<file path="config.mk">
export PLATFORM = sky130hd
export DESIGN_NAME = ising_recursive_matrix
export DESIGN_NICKNAME = d
export VERILOG_FILES = /design/src/rtl/ising_recursive_matrix.sv
export SDC_FILE = /design/constraint.sdc
export NUM_CORES = 2
export LEC_CHECK = 0
export BUFFER_PORTS_ARGS = -buffer_cell sky130_fd_sc_hd__buf_2
export CAP_MARGIN = 20
export CORE_MARGIN = 4
export CORE_UTILIZATION = 60
export DETAILED_ROUTE_END_ITERATION = 8
export PLACE_DENSITY = 0.75
export SYNTH_ARGS = -nofsm -noshare
export SYNTH_HDL_FRONTEND = slang
export SYNTH_SLANG_ARGS = --single-unit
</file>
<file path="constraint.sdc">
create_clock -name clk -period 2.5 [get_ports clk]
set_input_delay 0.25 -clock clk [delete_from_list [all_inputs] [get_ports clk]]
set_output_delay 0.25 -clock clk [all_outputs]
set_load 0.02 [all_outputs]
</file>
<file path="src/rtl/ising_recursive_matrix.sv">
`default_nettype none
// ============================================================================
// Module  : ising_recursive_matrix (with leaf ising_cell)
// Purpose : N x N coupling array for the digital Ising machine. The array is
//           built by splitting into four N/2 quadrants until 1x1 leaf cells
//           remain. Diagonal leaves of a DIAGONAL instance are shorted (spin)
//           cells. Every other leaf is a coupled cell that holds a weight and
//           delays phase edges according to that weight.
// Ports   : clk          - single clock, rising edge
//           axi_rstn     - sync active-low reset of weight registers
//           ising_rstn   - sync active-low reset of phase regs / counters
//           lin/rin      - per-row rightward / leftward phase inputs
//           tin/bin      - per-column downward / upward phase inputs
//           lout/rout    - per-row leftward / rightward phase outputs
//           tout/bout    - per-column upward / downward phase outputs
//           right_col    - per-row spin (diagonal A, or rout)
//           wready       - write strobe
//           wr_match     - address decoded as weight space
//           s_addr       - source index (column), d_addr - dest index (row)
//           vh           - s_addr > d_addr, carried down, not decoded
//           wdata/rdata  - weight write data / combinational read data
// Rev     : 1.0 - initial release
// ============================================================================
module ising_cell #(
  parameter bit SHORTED     = 1'b0,
  parameter int NUM_WEIGHTS = 5
) (
  input  logic        clk,
  input  logic        axi_rstn,
  input  logic        ising_rstn,
  input  logic        lin,
  input  logic        rin,
  input  logic        tin,
  input  logic        bin,
  output logic        lout,
  output logic        rout,
  output logic        tout,
  output logic        bout,
  output logic        spin,
  input  logic        we,
  input  logic        rd_sel,
  input  logic [31:0] wdata,
  output logic [31:0] rdata
);

  if (SHORTED) begin : g_shorted
    // Spin cell: each register inverts the phase arriving along its path.
    logic r_a;
    logic r_b;
    logic w_unused;

    always_ff @(posedge clk) begin
      if (!ising_rstn) begin
        r_a <= 1'b0;
        r_b <= 1'b0;
      end else begin
        r_a <= ~tin;
        r_b <= ~rin;
      end
    end

    assign rout  = r_a;
    assign bout  = r_a;
    assign tout  = r_b;
    assign lout  = r_b;
    assign spin  = r_a;
    assign rdata = '0;
    assign w_unused = ^{lin, bin, we, rd_sel, wdata};
  end else begin : g_coupled
    localparam int WW = (NUM_WEIGHTS > 1) ? $clog2(NUM_WEIGHTS) : 1;
    localparam int CW = $clog2(NUM_WEIGHTS + 1);
    localparam logic [WW-1:0] W_MAX     = WW'(NUM_WEIGHTS - 1);
    localparam logic [WW-1:0] W_NEUTRAL = WW'((NUM_WEIGHTS - 1) / 2);

    logic [WW-1:0] r_w;
    logic          r_down;
    logic          r_up;
    logic          r_rout;
    logic          r_lout;
    logic [CW-1:0] r_rcnt;
    logic [CW-1:0] r_lcnt;
    logic [CW-1:0] w_rdelay;
    logic [CW-1:0] w_ldelay;
    logic          w_unused;

    // Agreement with the crossing vertical phase selects w, disagreement
    // selects its mirror image around the neutral level.
    assign w_rdelay = CW'(1) + ((lin == tin) ? CW'(r_w) : CW'(W_MAX - r_w));
    assign w_ldelay = CW'(1) + ((rin == bin) ? CW'(r_w) : CW'(W_MAX - r_w));

    always_ff @(posedge clk) begin
      if (!axi_rstn) begin
        r_w <= W_NEUTRAL;
      end else if (we) begin
        r_w <= (wdata[WW-1:0] > W_MAX) ? W_MAX : wdata[WW-1:0];
      end
    end

    // The counters count edges on which the input differs from the output;
    // the D-th such edge commits the change. D is re-evaluated every edge,
    // so a weight or agreement change takes effect mid-count.
    always_ff @(posedge clk) begin
      if (!ising_rstn) begin
        r_down <= 1'b0;
        r_up   <= 1'b0;
        r_rout <= 1'b0;
        r_lout <= 1'b0;
        r_rcnt <= '0;
        r_lcnt <= '0;
      end else begin
        r_down <= tin;
        r_up   <= bin;

        if (lin == r_rout) begin
          r_rcnt <= '0;
        end else if (r_rcnt + CW'(1) >= w_rdelay) begin
          r_rout <= lin;
          r_rcnt <= '0;
        end else begin
          r_rcnt <= r_rcnt + CW'(1);
        end

        if (rin == r_lout) begin
          r_lcnt <= '0;
        end else if (r_lcnt + CW'(1) >= w_ldelay) begin
          r_lout <= rin;
          r_lcnt <= '0;
        end else begin
          r_lcnt <= r_lcnt + CW'(1);
        end
      end
    end

    assign bout  = r_down;
    assign tout  = r_up;
    assign rout  = r_rout;
    assign lout  = r_lout;
    assign spin  = r_rout;
    assign rdata = rd_sel ? 32'(r_w) : '0;
    assign w_unused = ^wdata[31:WW];
  end

endmodule

module ising_recursive_matrix #(
  parameter int N           = 8,
  parameter int NUM_WEIGHTS = 5,
  parameter int NUM_LUTS    = 2,
  parameter int DIAGONAL    = 0
) (
  input  logic               clk,
  input  logic               axi_rstn,
  input  logic               ising_rstn,
  input  logic [N-1:0]       lin,
  input  logic [N-1:0]       rin,
  input  logic [N-1:0]       tin,
  input  logic [N-1:0]       bin,
  output logic [N-1:0]       lout,
  output logic [N-1:0]       rout,
  output logic [N-1:0]       tout,
  output logic [N-1:0]       bout,
  output logic [N-1:0]       right_col,
  input  logic               wready,
  input  logic               wr_match,
  input  logic [$clog2(N):0] s_addr,
  input  logic [$clog2(N):0] d_addr,
  input  logic               vh,
  input  logic [31:0]        wdata,
  output logic [31:0]        rdata
);

  localparam int AW = $clog2(N) + 1;

  if (N == 1) begin : g_leaf
    // With a 1-bit index, a set bit means index >= 1, i.e. out of range.
    logic w_sel;
    logic w_unused;

    assign w_sel    = wr_match & ~s_addr[0] & ~d_addr[0];
    assign w_unused = vh;

    ising_cell #(
      .SHORTED    (DIAGONAL != 0),
      .NUM_WEIGHTS(NUM_WEIGHTS)
    ) u_cell (
      .clk       (clk),
      .axi_rstn  (axi_rstn),
      .ising_rstn(ising_rstn),
      .lin       (lin[0]),
      .rin       (rin[0]),
      .tin       (tin[0]),
      .bin       (bin[0]),
      .lout      (lout[0]),
      .rout      (rout[0]),
      .tout      (tout[0]),
      .bout      (bout[0]),
      .spin      (right_col[0]),
      .we        (wready & w_sel),
      .rd_sel    (w_sel),
      .wdata     (wdata),
      .rdata     (rdata)
    );
  end else begin : g_split
    localparam int H   = N / 2;
    localparam int AWC = AW - 1;
    // Child index keeps the bits below the quadrant-select bit; the child's
    // own out-of-range bit is forced to zero.
    localparam logic [AWC-1:0] LOW_MASK = {AWC{1'b1}} >> 1;

    logic           w_oob;
    logic           w_qs;
    logic           w_qd;
    logic [AWC-1:0] w_s_sub;
    logic [AWC-1:0] w_d_sub;
    logic [3:0]     w_we;
    logic [31:0]    w_rd [4];
    logic [H-1:0]   w_rc [4];
    logic           w_unused;

    // Quadrant-to-quadrant edges: horizontal in the top/bottom halves,
    // vertical in the left/right halves.
    logic [H-1:0] w_tl_to_tr;
    logic [H-1:0] w_tr_to_tl;
    logic [H-1:0] w_bl_to_br;
    logic [H-1:0] w_br_to_bl;
    logic [H-1:0] w_tl_to_bl;
    logic [H-1:0] w_bl_to_tl;
    logic [H-1:0] w_tr_to_br;
    logic [H-1:0] w_br_to_tr;

    assign w_oob   = s_addr[AW-1] | d_addr[AW-1];
    assign w_qs    = s_addr[AW-2];
    assign w_qd    = d_addr[AW-2];
    assign w_s_sub = s_addr[AWC-1:0] & LOW_MASK;
    assign w_d_sub = d_addr[AWC-1:0] & LOW_MASK;

    // Quadrant order: 0=TL, 1=TR, 2=BL, 3=BR ({row bit, column bit}).
    assign w_we[0] = wready & ~w_oob & ~w_qd & ~w_qs;
    assign w_we[1] = wready & ~w_oob & ~w_qd &  w_qs;
    assign w_we[2] = wready & ~w_oob &  w_qd & ~w_qs;
    assign w_we[3] = wready & ~w_oob &  w_qd &  w_qs;

    always_comb begin
      rdata = '0;
      if (!w_oob) begin
        rdata = w_rd[{w_qd, w_qs}];
      end
    end

    assign right_col = (DIAGONAL != 0) ? {w_rc[3], w_rc[0]} : rout;
    assign w_unused  = ^{w_rc[0], w_rc[1], w_rc[2], w_rc[3]};

    ising_recursive_matrix #(
      .N(H), .NUM_WEIGHTS(NUM_WEIGHTS), .NUM_LUTS(NUM_LUTS), .DIAGONAL(DIAGONAL)
    ) u_tl (
      .clk(clk), .axi_rstn(axi_rstn), .ising_rstn(ising_rstn),
      .lin(lin[H-1:0]), .rin(w_tr_to_tl), .tin(tin[H-1:0]), .bin(w_bl_to_tl),
      .lout(lout[H-1:0]), .rout(w_tl_to_tr), .tout(tout[H-1:0]), .bout(w_tl_to_bl),
      .right_col(w_rc[0]), .wready(w_we[0]), .wr_match(wr_match),
      .s_addr(w_s_sub), .d_addr(w_d_sub), .vh(vh), .wdata(wdata), .rdata(w_rd[0])
    );

    ising_recursive_matrix #(
      .N(H), .NUM_WEIGHTS(NUM_WEIGHTS), .NUM_LUTS(NUM_LUTS), .DIAGONAL(0)
    ) u_tr (
      .clk(clk), .axi_rstn(axi_rstn), .ising_rstn(ising_rstn),
      .lin(w_tl_to_tr), .rin(rin[H-1:0]), .tin(tin[N-1:H]), .bin(w_br_to_tr),
      .lout(w_tr_to_tl), .rout(rout[H-1:0]), .tout(tout[N-1:H]), .bout(w_tr_to_br),
      .right_col(w_rc[1]), .wready(w_we[1]), .wr_match(wr_match),
      .s_addr(w_s_sub), .d_addr(w_d_sub), .vh(vh), .wdata(wdata), .rdata(w_rd[1])
    );

    ising_recursive_matrix #(
      .N(H), .NUM_WEIGHTS(NUM_WEIGHTS), .NUM_LUTS(NUM_LUTS), .DIAGONAL(0)
    ) u_bl (
      .clk(clk), .axi_rstn(axi_rstn), .ising_rstn(ising_rstn),
      .lin(lin[N-1:H]), .rin(w_br_to_bl), .tin(w_tl_to_bl), .bin(bin[H-1:0]),
      .lout(lout[N-1:H]), .rout(w_bl_to_br), .tout(w_bl_to_tl), .bout(bout[H-1:0]),
      .right_col(w_rc[2]), .wready(w_we[2]), .wr_match(wr_match),
      .s_addr(w_s_sub), .d_addr(w_d_sub), .vh(vh), .wdata(wdata), .rdata(w_rd[2])
    );

    ising_recursive_matrix #(
      .N(H), .NUM_WEIGHTS(NUM_WEIGHTS), .NUM_LUTS(NUM_LUTS), .DIAGONAL(DIAGONAL)
    ) u_br (
      .clk(clk), .axi_rstn(axi_rstn), .ising_rstn(ising_rstn),
      .lin(w_bl_to_br), .rin(rin[N-1:H]), .tin(w_tr_to_br), .bin(bin[N-1:H]),
      .lout(w_br_to_bl), .rout(rout[N-1:H]), .tout(w_br_to_tr), .bout(bout[N-1:H]),
      .right_col(w_rc[3]), .wready(w_we[3]), .wr_match(wr_match),
      .s_addr(w_s_sub), .d_addr(w_d_sub), .vh(vh), .wdata(wdata), .rdata(w_rd[3])
    );
  end

endmodule
`default_nettype wire

</file>
==> reports/metrics.yaml <==
syn_area_um2: 47900
start_util_pct: 60.5
rsz0062_at_grt: "true"
synth_edf_count: 0
syn_inst: 5187
syn_avg_cell_area_um2: 9.24
fin_cells: 6536
yosys_warnings: 0
routed_via_density: 5.35
vdd_drop_max_uv: 548
place.gp.congestion: 0.880
clockPowerShare_pct: 43.9
pwr-share-seq_pct: 45.9
die-height_um: 291
ys.flop_type: "dfxtp_1"
relSlewSlack_pct: 53.4
fmax_mhz: 357
power_uw: 30000
grt.total_usage_pct: 24.7
grt_pass1_wl_um: 173000
clockBufferDepth: 3
clk_latency_ns: 0.64
layout-drive-gt1-share_pct: 11.6
yosys.cell_count.top_type: "dfxtp_1"
critPathSlowestCell: "mux4_2"
cts_tree: "done"
cp.required_ns: 2.25
fp.dieW_um: 291
ff_latch_area_um2: 16800
hp-start: "ising_rstn"
worstSetupPathType: "reg2out"
dieArea_um2: 84400
grt_max_degree: 97
critPathCaptureType: "output port"
row_count: 103
placed_area_um2: 50500
multi_input_area_um2: 29300
ys_seq_area_share_pct: 34.8
area_growth_pct: 13.1
synthTopCellsByCount: "dfxtp_1, ha_1, nand2_1"
drt_first_pass_iters: 6
pin_count: 150
cp_common_cell: "nand3_2"
violations: "negative setup slack"
place_ws_ns: -0.124
dr.first_iter.drc_count: 1682
fin_crit_ns: 2.80
postLayoutCellArea_um2: 54200
switching_share_pct: 24.2
io_buffers: 90
power_density_nw_per_um2: 553
r2r_cells: 13
yosysTopAreaCell: "dfxtp_1"
holdPathStages: 2
fillers: 6123
vias: 34900
worst_pin_slew_ns: 0.699
synth_top_area_share_pct: 34.8
crit_fanout: 2
cts_buffers: 90
p_sw_uw: 7260
ys_seq_elements: 832
final-setup-viol-count: 3
placed_cells: 6365
hold_path_class: "in2reg"
grt_pass1_vias: 34800
hold_viol: 0
grt_overflow: 0
p_int_uw: 22700
clkTransAtPathRegs_ns: 0.06
path_cells: "mux4_2 > mux2i_2 > buf_4 > nand3_2 > nand4_1 > nand3_2 > buf_6"
r2r_setup_slack_ns: 0.10
drv_slew: 0
remaining_drc_errors: 0
cp.arrival_ns: 2.55
ys_top_cells_by_area: "dfxtp_1, ha_1, xor2_1"
final.setup.worst_slack_ns: -0.298
dp_hpwl_um: 79900
final_nets: 6204
combPwrFrac_pct: 10.2
async_reset_ff_share_pct: 0
root_buffer: "clkbuf_16"
htreeDepth: 3
fin_crit_sh_pct: 112
finClkSkew_ns: 0.0241
critPathMaxStageDelay_ns: 0.48
timing.hold.ws_ns: 0.0453
outcome: "finished, violations left"
drv_cap: 0
startpoint_type: "flop"
routed_wl_um: 107000
clock_sinks: 832
power.leakage_uw: 0.0273
wl_per_cell_um: 16.3
antenna_found_initial: 3
yosysUniqueCellTypes: 51
coreArea_um2: 79100
ant_nets: 0
## worst max-delay path by stage
stage / endpoint / slack (ns) / startpoint
2_1_floorplan: rdata[0] / 0.31 / s_addr[0]
3_3_place_gp: rdata[0] / -0.15 / d_addr[0]
3_5_place_dp: rdata[0] / -0.12 / d_addr[0]
4_1_cts: rdata[1] / -0.31 / flop
5_1_grt: rdata[1] / -0.34 / flop
6_report: rdata[2] / -0.30 / flop
## critical path: cells and delay by family (launching register included)
kind,cells,cell delay (ns)
muxes,2,0.70
and+or+nand+nor,3,0.53
DFF,1,0.35
buffers and inverters,2,0.35
## placed cells by master (no fill, tap or decap), types with 77 or more instances in the layout
cell	n
nand2_1	477
nor2b_1	289
nand3_1	315
ha_1	696
o21ai_0	133
a21o_1	128
buf_2	84
inv_1	380
a21boi_0	95
buf_4	186
mux2i_1	174
xnor2_1	252
nor2_1	282
and2_1	128
a21oi_1	77
dfxtp_1	783
clkbuf_16	91
xor2_1	384
nand2b_1	134
## per-layer routing
layer / GRT usage [%] / wire [um] / vias to the layer above
met5: 0.851 / 119 / -
met4: 10.9 / 5120 / 4
met3: 4.27 / 5150 / 259
met2: 43.6 / 52000 / 760
met1: 29.5 / 44200 / 16300
li1: - / - / 17600
## per-stage QoR
step	setup TNS [ns]	utilization, %
2_1_floorplan	0	-
3_5_place_dp	-0.234	63.9
6_report	-0.793	68.5
5_1_grt	-1.08	68.5
3_3_place_gp	-0.315	63.9
4_1_cts	-0.729	68.0
## cell families after synthesis
kind of cell	after synthesis	synth area share, %
simple gates	1664	17.0
flops	832	34.8
fa+ha+maj	704	18.4
xor+xnor	640	11.7
buf+inv	593	5.38
compound gates	528	6.90
mux	225	5.85
other cells	1	0.00783
## area by class of cell
cell class / instances / area share (%)
multi-input combinational: 3790 / 54.0
sequential: 832 / 30.9
clock buffer: 124 / 4.76
timing repair buffer: 322 / 4.64
inverter: 386 / 2.67
tap: 1050 / 2.42
clock inverter: 29 / 0.577
antenna: 3 / 0.0138
## what timing repair did
item                       CTS  global route
hold buffers                32             0
hold endpoints to repair    47             0
pin swaps                   12            27
gates resized for setup     75           102
setup buffers               11             3
setup endpoints to repair    3           188
## power by group through the flow
stage	clock, uW	combinational (uW)	sequential [uW]
2_1_floorplan	0	2160	14000
3_3_place_gp	0	2780	14000
3_5_place_dp	0	2880	14100
4_1_cts	13400	2980	13800
5_1_grt	13900	3450	13800
6_report	13100	3060	13700
(Power assumes the default switching activity.)
